[config.mk]
export PLATFORM = sky130hd
export DESIGN_NAME = hall_speed_meter
export DESIGN_NICKNAME = d
export VERILOG_FILES = /design/src/rtl/hall_pkg.sv /design/src/rtl/hall_input_filter.sv /design/src/rtl/hall_speed_meter.sv
export SDC_FILE = /design/constraint.sdc
export NUM_CORES = 1
export LEC_CHECK = 0
export BUFFER_PORTS_ARGS = -buffer_cell sky130_fd_sc_hd__buf_2
export CORE_AREA = 2 2 114 116
export DETAILED_ROUTE_END_ITERATION = 16
export DIE_AREA = 0 0 116 118
export PLACE_DENSITY = 0.71
export SLEW_MARGIN = 20
export SYNTH_ARGS = -nofsm -noshare
export SYNTH_HDL_FRONTEND = slang
export SYNTH_SLANG_ARGS = --single-unit
[constraint.sdc]
create_clock -name clk -period 3 [get_ports clk]
set_input_delay 0.9 -clock clk [delete_from_list [all_inputs] [get_ports clk]]
set_output_delay 0.9 -clock clk [all_outputs]
set_load 0.02 [all_outputs]
[src/rtl/hall_pkg.sv]
// Shared types and default constants for the hall-sensor speed meter.
package hall_pkg;

    typedef enum logic [1:0] {
        ST_IDLE  = 2'd0,
        ST_ARMED = 2'd1,
        ST_RUN   = 2'd2
    } hall_state_e;

    localparam int DEF_GATE_CYCLES   = 25_000_000;
    localparam int DEF_FILTER_CYCLES = 16;
    localparam int DEF_CNT_W         = 16;
    localparam int DEF_PER_W         = 32;

endpackage

[src/rtl/hall_input_filter.sv]
// Synchronizes the raw hall line, rejects short glitches and flags rising edges.
module hall_input_filter #(
    parameter int FILTER_CYCLES = 16
) (
    input  logic clk,
    input  logic resetn,
    input  logic sa_in,
    output logic filtered,
    output logic rise
);

    localparam int FW = $clog2(FILTER_CYCLES + 1);

    logic [1:0]    sync_ff;
    logic [FW-1:0] stab_cnt;
    logic          filtered_d;

    always_ff @(posedge clk or negedge resetn) begin
        if (!resetn) begin
            sync_ff    <= '0;
            stab_cnt   <= '0;
            filtered   <= 1'b0;
            filtered_d <= 1'b0;
        end else begin
            sync_ff    <= {sync_ff[0], sa_in};
            filtered_d <= filtered;
            // Any return to agreement restarts the stability count.
            if (sync_ff[1] == filtered) begin
                stab_cnt <= '0;
            end else if (stab_cnt == FW'(FILTER_CYCLES - 1)) begin
                filtered <= sync_ff[1];
                stab_cnt <= '0;
            end else begin
                stab_cnt <= stab_cnt + FW'(1);
            end
        end
    end

    assign rise = filtered & ~filtered_d;

endmodule

[src/rtl/hall_speed_meter.sv]
// Gate-window edge counter and edge-to-edge period timer for the hall sensor.
module hall_speed_meter
    import hall_pkg::*;
#(
    parameter int GATE_CYCLES   = DEF_GATE_CYCLES,
    parameter int FILTER_CYCLES = DEF_FILTER_CYCLES,
    parameter int CNT_W         = DEF_CNT_W,
    parameter int PER_W         = DEF_PER_W
) (
    input  logic             clk,
    input  logic             resetn,
    input  logic             sa_in,
    input  logic             enable,
    output logic [CNT_W-1:0] edge_count,
    output logic             count_valid,
    output logic [PER_W-1:0] period,
    output logic             period_valid,
    output logic             stalled
);

    localparam int GW = $clog2(GATE_CYCLES + 1);
    localparam logic [PER_W-1:0] TMAX = '1;
    localparam logic [PER_W-1:0] TPRE = TMAX - PER_W'(1);
    localparam logic [CNT_W-1:0] AMAX = '1;

    hall_state_e      state;
    logic [GW-1:0]    gate_cnt;
    logic [CNT_W-1:0] acc;
    logic [CNT_W-1:0] acc_next;
    logic [PER_W-1:0] timer;
    logic             rise;
    logic             filtered_unused;
    logic             gate_close;

    hall_input_filter #(
        .FILTER_CYCLES(FILTER_CYCLES)
    ) u_filt (
        .clk     (clk),
        .resetn  (resetn),
        .sa_in   (sa_in),
        .filtered(filtered_unused),
        .rise    (rise)
    );

    assign gate_close = (gate_cnt == GW'(GATE_CYCLES - 1));
    assign acc_next   = (rise && acc != AMAX) ? acc + CNT_W'(1) : acc;

    always_ff @(posedge clk or negedge resetn) begin
        if (!resetn) begin
            state        <= ST_IDLE;
            gate_cnt     <= '0;
            acc          <= '0;
            timer        <= '0;
            edge_count   <= '0;
            count_valid  <= 1'b0;
            period       <= '0;
            period_valid <= 1'b0;
            stalled      <= 1'b0;
        end else begin
            count_valid  <= 1'b0;
            period_valid <= 1'b0;
            if (!enable) begin
                // A rise coinciding with the enable drop is dropped here.
                state    <= ST_IDLE;
                gate_cnt <= '0;
                acc      <= '0;
                timer    <= '0;
            end else begin
                case (state)
                    ST_IDLE: begin
                        state    <= ST_ARMED;
                        gate_cnt <= '0;
                        acc      <= '0;
                        timer    <= '0;
                    end
                    default: begin
                        // The closing window absorbs a rise that lands on its last cycle.
                        if (gate_close) begin
                            gate_cnt    <= '0;
                            edge_count  <= acc_next;
                            count_valid <= 1'b1;
                            acc         <= '0;
                        end else begin
                            gate_cnt <= gate_cnt + GW'(1);
                            acc      <= acc_next;
                        end

                        if (rise) begin
                            timer <= PER_W'(1);
                            if (state == ST_ARMED) begin
                                state   <= ST_RUN;
                                stalled <= 1'b0;
                            end else if (stalled) begin
                                stalled <= 1'b0;
                            end else begin
                                period       <= timer;
                                period_valid <= 1'b1;
                            end
                        end else if (timer != TMAX) begin
                            timer <= timer + PER_W'(1);
                            if (timer == TPRE) begin
                                stalled <= 1'b1;
                            end
                        end
                    end
                endcase
            end
        end
    end

endmodule

==> results.rst, run 1 <==
.. list-table::
   :header-rows: 1

   * - Metric
     - Value
   * - Result of the run
     - finished clean
   * - Number of endpoints failing setup at the final stage
     - 0
   * - Std-Cell Core Area
     - roughly 12000 µm²
   * - Post-layout instance area
     - 7240 µm²
   * - Post-route fraction of the period consumed by the critical path
     - 78.6%
   * - Post-place setup slack
     - 425 ps
   * - Post-route DRC violation count
     - 0
   * - Avg WL per Cell
     - 15.1 µm
   * - Clock sink total
     - 135
   * - Clock Skew
     - 7.84 ps
   * - Cell type with the highest aggregate area in the netlist
     - sky130_fd_sc_hd__dfrtp_1
   * - Setup repair after global routing missed its margin
     - false
   * - Element type at the critical path end
     - flop
   * - Max Cap Violations
     - 0
   * - Leading cell types by count after synthesis
     - sky130_fd_sc_hd__dfrtp_1, sky130_fd_sc_hd__nor2_1, sky130_fd_sc_hd__nand2_1, sky130_fd_sc_hd__mux2_2, sky130_fd_sc_hd__nand3_1
   * - Area enclosed by the die boundary
     - 13700 µm²
   * - Area taken by multi-input logic gates
     - 2640 µm²
   * - Share of total power in sequential cells
     - 45.5%
   * - Clock latency on the worst-skew pair
     - 420 ps
   * - Slowest cell on crit path
     - sky130_fd_sc_hd__or4_4
   * - Pin count of the biggest net entering global routing
     - between 40 and 50
   * - Grt met3 use
     - 5.15%
   * - Port Buffers
     - 54
   * - Slew Viols, Final
     - 0
   * - Top-level port count
     - 55
   * - GR Util met2
     - 31.2%
   * - Number of cells produced by synthesis
     - 580
   * - Sequential element share of the synthesized area
     - about 55%
   * - TritonCTS clock tree
     - yes
   * - RePlAce Congestion
     - 0.806
   * - Util after Layout
     - 58.4%
   * - Overall via count from detail_route
     - 4593
   * - Die Span X
     - 116 µm
   * - Drt pass-1 iters
     - 4
   * - Async S/R FF share, synth
     - 100%
   * - Clock root buffer
     - sky130_fd_sc_hd__clkbuf_16
   * - CP arrival
     - 2690 ps
   * - Post-cts hold buffer count
     - 0
   * - Power density normalized to cell area
     - 557 nW/µm²
   * - Inserted Clock Buffers
     - 17
   * - Detailed-placement wirelength estimate
     - between 8000 and 9000 µm
   * - Total overflow reported by the global router
     - 0
   * - Final setup slack of the worst path
     - 641 ps
   * - Most repeated cell in the gate-level netlist after synthesis
     - sky130_fd_sc_hd__dfrtp_1
   * - First-iteration detailed-routing DRC count
     - 210
   * - Initial antenna violation count
     - 0
   * - Chip height
     - 118 µm
   * - Number of flops mapped to enable cells by yosys
     - 0
   * - Design internal power
     - around 3.2 mW
   * - Clock slew seen by the registers of the worst setup and hold paths
     - about 60 ps
   * - Total number of H-tree levels
     - 4
   * - Buffer depth of the longest clock path
     - 2
   * - Worst Hold Class
     - reg2reg
   * - Mean instance size in the synthesized netlist
     - 10.6 µm²
   * - Residual antenna-violating net count after detailed routing
     - 0
   * - Category of the critical setup timing path
     - reg2reg
   * - Number of buffers added for setup after CTS
     - 0
   * - Minimum period implied by the final worst setup slack
     - 2360 ps
   * - Reg2Reg Setup Slack
     - roughly 640 ps
   * - Data required time of the critical path
     - 3330 ps
   * - Starting utilization of the core area
     - 49.3%
   * - Fraction of synthesized cell area taken by the top area cell type
     - 55.2%
   * - Wire length of the first global-routing pass
     - 21800 µm
   * - Switching power share of the total
     - 20.8%
   * - Net switching power of the design
     - approximately 0.84 mW
   * - Cell family with most CP delay
     - simple AND/OR/NAND/NOR gates
   * - Number of resized instances in the post-cts repair step
     - 0
   * - Worst Path Max Fanout
     - 8
   * - Destination of the worst register-to-register timing path
     - timer[20]
   * - Placement Rows
     - 41
   * - Netlist Area Pre-Place
     - 6120 µm²
   * - Number of nets in the finished design
     - 651
   * - Yosys cell types
     - 44
   * - Startpoint of the most critical register-to-register path
     - timer[3]
   * - Syn-to-layout area delta
     - 18.3%
   * - Buf+Inv Stages, Crit Path
     - 0
   * - Global-route total usage across every layer
     - 20.1%
   * - Transition time at the pin with the least slew margin
     - slightly below 700 ps
   * - Max_slew headroom
     - 54.4%
   * - Leakage
     - ~3.3 nW
   * - Hold Crit Endpoint
     - u_filt.sync_ff[1]
   * - Startpoint of the worst hold path
     - u_filt.sync_ff[0]
   * - Total Power
     - about 4 mW
   * - Setup TNS Final
     - 0 ps
   * - Number of warning messages in the yosys log
     - 0
   * - Worst-case reg-to-reg path depth
     - 5
   * - Final-report hold violation count
     - 0
   * - Worst Setup Start Kind
     - flop
   * - Cell occurring most often along the worst timing path
     - sky130_fd_sc_hd__or3_1
   * - Clock power frac
     - 52.4%
   * - Synth Net Count
     - 589
   * - Number of synthesized register bits
     - roughly 140
   * - Top FF cell, synth
     - sky130_fd_sc_hd__dfrtp_1
   * - Fillers
     - 1074
   * - Via count of the first global-routing pass
     - about 4600
   * - Cells along the critical path
     - nand4_2 -> or4_4 -> or3_1 -> or3_1 -> a21oi_1
   * - Worst voltage drop across the vdd grid
     - between 0.3 and 0.4 mV
   * - Logic gate share of total power
     - 2.1%
   * - Number of antenna repair diodes
     - 0
   * - Total Wirelength
     - 12500 µm
   * - Proportion of layout cells with a drive suffix above 1
     - 20.9%
   * - Met1 track demand over resource
     - about a quarter
   * - Fmax
     - about 420 MHz
   * - Busiest grt layer
     - met2
   * - Area after DPL
     - 6640 µm²
   * - Number of instances on the worst hold path
     - 0
   * - Footprint of the flip-flops and latches
     - between 3000 and 4000 µm²
   * - Largest cells by area after synthesis
     - sky130_fd_sc_hd__dfrtp_1, sky130_fd_sc_hd__mux2_2, sky130_fd_sc_hd__nor2_1
   * - Via-to-Cell Ratio
     - 5.56
   * - Peak per-stage delay on the critical path
     - 610 ps
logic make-up (layout without fill, tap and decap cells):
family / count (synthesis) / after routing / share of synthesized area (%)
muxes: 39 / 39 / 7.05
buffers and inverters: 28 / 102 / 1.76
and+or+nand+nor: 262 / 262 / 22.1
xor gates and xnor gates: 42 / 42 / 6.01
AOI/OAI and AO/OA: 69 / 69 / 6.89
adders and majority gates: 5 / 5 / 1.02
DFF: 135 / 135 / 55.2
worst max-delay path by stage:
stage	startpoint	to	slack, ps	depth (start not counted)
after floorplan	enable	period[10]	790	4
after global placement	enable	edge_count[7]	530	5
after detailed placement	enable	edge_count[0]	420	5
after CTS	gate_cnt[0]	edge_count[7]	660	6
after global routing	gate_cnt[0]	edge_count[7]	450	6
final	timer[3]	timer[20]	640	5
area by class of cell:
type                    count  share of cell area, %
well taps                 172                   2.97
flip-flops and latches    135                   46.6
clock inverters            11                   2.07
clock buffers              20                   6.30
repair buffers             65                   5.25
inverters                   6                  0.311
multi-input cells         417                   36.5
per-stage QoR:
step           hold WS (ps)  std cells
2_1_floorplan           331        580
3_3_place_gp            335        795
3_5_place_dp            354        795
4_1_cts                 367        826
5_1_grt                 384        826
6_report                362        826
power groups by stage:
stage,Sequential (mW),Clock (mW),Combinational [mW]
after global placement,1.87,0,0.0845
after CTS,1.84,2.15,0.0885
after detailed placement,1.87,0,0.0879
final,1.84,2.11,0.0844
after global routing,1.84,2.24,0.0984
after floorplan,1.87,0,0.0290
layer usage:
metal	wire, µm	up-vias
li1	-	2210
met1	5620	2274
met2	6090	91
met3	485	18
met4	262	0
met5	0	-
state kept, by name (all words and copies together) (netlist names):
name and flops:
acc 16, count_valid 1, edge_count 16, gate_cnt 25, period 32, period_valid 1, stalled 1, state 2
timer 32, u_filt.filtered 1, u_filt.filtered_d 1, u_filt.stab_cnt 5, u_filt.sync_ff 2
cells in the final DEF (no fill, tap or decap), types with 3 or more instances in the layout:
| cell | Yosys | final |
|---|---|---|
| sky130_fd_sc_hd__xnor2_1 | 23 | 23 |
| sky130_fd_sc_hd__o211ai_1 | 4 | 4 |
| sky130_fd_sc_hd__and4_1 | 12 | 12 |
| sky130_fd_sc_hd__or4_1 | 11 | 11 |
| sky130_fd_sc_hd__ha_1 | 5 | 5 |
| sky130_fd_sc_hd__o31ai_1 | 5 | 5 |
| sky130_fd_sc_hd__nor4bb_1 | 3 | 3 |
| sky130_fd_sc_hd__clkbuf_16 | 0 | 17 |
| sky130_fd_sc_hd__a31o_2 | 4 | 4 |
| sky130_fd_sc_hd__clkinv_4 | 0 | 4 |
| sky130_fd_sc_hd__and3_1 | 10 | 10 |
| sky130_fd_sc_hd__o21ai_0 | 25 | 25 |
| sky130_fd_sc_hd__inv_1 | 6 | 6 |
| sky130_fd_sc_hd__nor2_1 | 65 | 65 |
| sky130_fd_sc_hd__buf_2 | 2 | 53 |
| sky130_fd_sc_hd__buf_4 | 0 | 10 |
| sky130_fd_sc_hd__nor4_1 | 9 | 9 |
| sky130_fd_sc_hd__mux2i_1 | 6 | 6 |
| sky130_fd_sc_hd__and2_1 | 4 | 4 |
| sky130_fd_sc_hd__xor2_1 | 19 | 19 |
| sky130_fd_sc_hd__nand2_1 | 60 | 60 |
| sky130_fd_sc_hd__bufinv_16 | 0 | 3 |
| sky130_fd_sc_hd__a21oi_1 | 19 | 19 |
| sky130_fd_sc_hd__or3_1 | 14 | 14 |
| sky130_fd_sc_hd__mux2_2 | 33 | 33 |
| sky130_fd_sc_hd__dfrtp_1 | 135 | 135 |
| sky130_fd_sc_hd__nand4_1 | 18 | 18 |
| sky130_fd_sc_hd__nand3_1 | 30 | 30 |
| sky130_fd_sc_hd__nor3_1 | 15 | 14 |
(Power assumes the default switching activity.)
==> run 2, diff against run 1 <==
==> constraint.sdc (replaced) <==
create_clock -name clk -period 2.2 [get_ports clk]
set_input_delay 0.66 -clock clk [delete_from_list [all_inputs] [get_ports clk]]
set_output_delay 0.66 -clock clk [all_outputs]
set_load 0.02 [all_outputs]
==> run 2 against run 1 <==
Sequential share of layout area decreased by 1.5 points. Worst setup slack got worse by 540 ps. Power rose by 33%. First-iteration DRC count is 18% lower. Maximum frequency rose by 12%. Clock skew decreased by 1.7 ps. Final cell count increased by 3.8%. Utilization up 1.9 points. Flip-flop and latch count stayed put. Worst hold slack worse by 150 ps. Clock-buffer cell count rose by 1. Highest routed layer unchanged.
==> results.rst, run 2 (synthesis results as in run 1) <==
.. list-table::
   :header-rows: 1

   * - Metric
     - Value
   * - Die Span X
     - 116 µm (unchanged)
   * - Total overflow reported by the global router
     - 0 (unchanged)
   * - TritonCTS clock tree
     - yes (unchanged)
   * - Most used cells in the layout excluding fill and tap cells
     - sky130_fd_sc_hd__dfrtp_1, sky130_fd_sc_hd__nor2_1, sky130_fd_sc_hd__nand2_1 (unchanged)
   * - Data required time of the critical path
     - 2540 ps (was 3330 ps)
   * - Area after DPL
     - 6870 µm² (was 6640 µm²)
   * - Peak per-stage delay on the critical path
     - 540 ps (was 610 ps)
   * - Minimum period implied by the final worst setup slack
     - 2100 ps (was 2360 ps)
   * - Fmax
     - 476 MHz (was 424 MHz)
   * - Overall via count from detail_route
     - 4697 (was 4593)
   * - Syn-to-layout area delta
     - 22.2% (was 18.3%)
   * - Total Wirelength
     - 13000 µm (was 12500 µm)
   * - Transition time at the pin with the least slew margin
     - 487 ps (was 684 ps)
   * - Cell family with most CP delay
     - simple AND/OR/NAND/NOR gates (unchanged)
   * - Final-report hold violation count
     - 0 (unchanged)
   * - Max_slew headroom
     - 67.1% (was 54.4%)
   * - RePlAce Congestion
     - 0.812 (was 0.806)
   * - Pin count of the biggest net entering global routing
     - 44 (was 48)
   * - Placement Rows
     - 41 (unchanged)
   * - Residual antenna-violating net count after detailed routing
     - 0 (unchanged)
   * - First-iteration detailed-routing DRC count
     - 173 (was 210)
   * - Post-route DRC violation count
     - 0 (unchanged)
   * - Worst Hold Class
     - in2async (was reg2reg)
   * - Area enclosed by the die boundary
     - 13700 µm² (unchanged)
   * - Post-route fraction of the period consumed by the critical path
     - 95.6% (was 78.6%)
   * - Via-to-Cell Ratio
     - 5.48 (was 5.56)
   * - Wire length of the first global-routing pass
     - 22600 µm (was 21800 µm)
   * - Result of the run
     - finished clean (unchanged)
   * - Avg WL per Cell
     - 15.2 µm (was 15.1 µm)
   * - Slew Viols, Final
     - 0 (unchanged)
   * - Via count of the first global-routing pass
     - 4917 (was 4584)
   * - Clock root buffer
     - sky130_fd_sc_hd__clkbuf_16 (unchanged)
   * - Slowest cell on crit path
     - sky130_fd_sc_hd__or4_4 (unchanged)
   * - Global-route total usage across every layer
     - 20.8% (was 20.1%)
   * - Total number of H-tree levels
     - 4 (unchanged)
   * - Worst Setup Start Kind
     - flop (unchanged)
   * - Proportion of layout cells with a drive suffix above 1
     - 25.3% (was 20.9%)
   * - Post-layout instance area
     - 7480 µm² (was 7240 µm²)
   * - Setup repair after global routing missed its margin
     - false (unchanged)
   * - Clock slew seen by the registers of the worst setup and hold paths
     - 60 ps (about the same)
   * - Total Power
     - 5.36 mW (was 4.04 mW)
   * - Std-Cell Core Area
     - 12400 µm² (unchanged)
   * - Leading cell type in the layout, fill and taps excluded
     - sky130_fd_sc_hd__dfrtp_1 (unchanged)
   * - Setup TNS Final
     - 0 ps (unchanged)
   * - Chip height
     - 118 µm (unchanged)
   * - Cell total after placement
     - 822 (was 795)
   * - Cells along the critical path
     - nand2_1 -> or4_4 -> or3_4 -> or3_1 -> a21oi_1 (was nand4_2 -> or4_4 -> or3_1 -> or3_1 -> a21oi_1)
   * - Fillers
     - 1070 (was 1074)
   * - Largest registers
     - period x32, timer x32, gate_cnt x25 (unchanged)
   * - Clock Skew
     - 6.15 ps (was 7.84 ps)
   * - Post-cts hold buffer count
     - 0 (unchanged)
   * - Clock sink total
     - 135 (unchanged)
   * - Initial antenna violation count
     - 1 (was 0)
   * - Leakage
     - 3.45 nW (was 3.31 nW)
   * - Starting utilization of the core area
     - 49.3% (unchanged)
   * - Final Instance Count excl. Fillers
     - 857 (was 826)
   * - Worst Path Max Fanout
     - 8 (unchanged)
   * - Category of the critical setup timing path
     - reg2reg (unchanged)
   * - Number of nets in the finished design
     - 680 (was 651)
   * - Inserted Clock Buffers
     - 17 (unchanged)
   * - Detailed-placement wirelength estimate
     - 8850 µm (was 8560 µm)
   * - Top-level port count
     - 55 (unchanged)
   * - Drt pass-1 iters
     - 4 (unchanged)
   * - Element type at the critical path end
     - flop (unchanged)
   * - Power density normalized to cell area
     - 717 nW/µm² (was 557 nW/µm²)
   * - Port Buffers
     - 54 (unchanged)
   * - Number of endpoints failing setup at the final stage
     - 0 (unchanged)
   * - CP arrival
     - 2440 ps (was 2690 ps)
   * - Clock latency on the worst-skew pair
     - 420 ps (about the same)
   * - Worst voltage drop across the vdd grid
     - 0.407 mV (was 0.358 mV)
   * - Buffer depth of the longest clock path
     - 2 (unchanged)
   * - Max Cap Violations
     - 0 (unchanged)
   * - Buf+Inv Stages, Crit Path
     - 0 (unchanged)
## run 2: changes by cell type in the layout (fill, tap and decap cells not counted), moves of 2 or more
cell | before | now
sky130_fd_sc_hd__buf_12 | 2 | 4
sky130_fd_sc_hd__buf_4 | 10 | 36
sky130_fd_sc_hd__bufinv_16 | 3 | 1
sky130_fd_sc_hd__clkbuf_8 | 2 | 4
sky130_fd_sc_hd__clkinv_4 | 4 | 1
sky130_fd_sc_hd__clkinvlp_4 | 2 | 6
## run 2: power by group
part	leakage [nW]	internal [mW]	switching [mW]
Sequential	1.88	2.49	0.0105
Clock	0.269	1.67	1.07
Combinational	1.31	0.0364	0.0895
## run 2: final timing paths
path,from,end,slack [ps],cells past startpoint
min in group clk,sa_in,u_filt.sync_ff[0],340,1
worst min register to register,u_filt.sync_ff[0],u_filt.sync_ff[1],360,0
worst max register to register,timer[12],timer[20],100,5
worst max-delay path,timer[12],timer[20],100,5
worst min-delay path,resetn,timer[29],210,1
max in group asynchronous,resetn,state[1],1330,2
## run 2: through the flow
stage | worst slack [ps] | util (%) | hold slack, ps
detailed placement | 64.3 | 55.3 | 353
global placement | 117 | 55.3 | 352
floorplan | 55.0 | - | 331
CTS | 35.7 | 60.0 | 211
global route | 6.38 | 60.2 | 240
finish | 97.6 | 60.2 | 208
## run 2: area by class of cell
class                   count  area (µm²)  area share [%]
inverters                   6        22.5           0.301
flip-flops and latches    135        3380            45.2
clock inverters            11        98.8            1.32
repair buffers             94         627            8.38
clock buffers              21         480            6.42
diodes                      1        2.50          0.0335
multi-input cells         417        2660            35.5
well taps                 172         215            2.88
## run 2: repair_timing
action                                 CTS  global route
resized for setup                        0             6
endpoints found under the hold margin    0             0
setup endpoints to repair                0            28
setup buffers                            0             2
## run 2: per-layer routing
layer  track usage, %  up-vias  part of all wire, %
li1                 -     2264                    -
met1             26.0     2333                   44
met2             33.6       80                   51
met3             6.02       20                  3.3
met4             8.63        0                  1.8
met5                0        -                    0
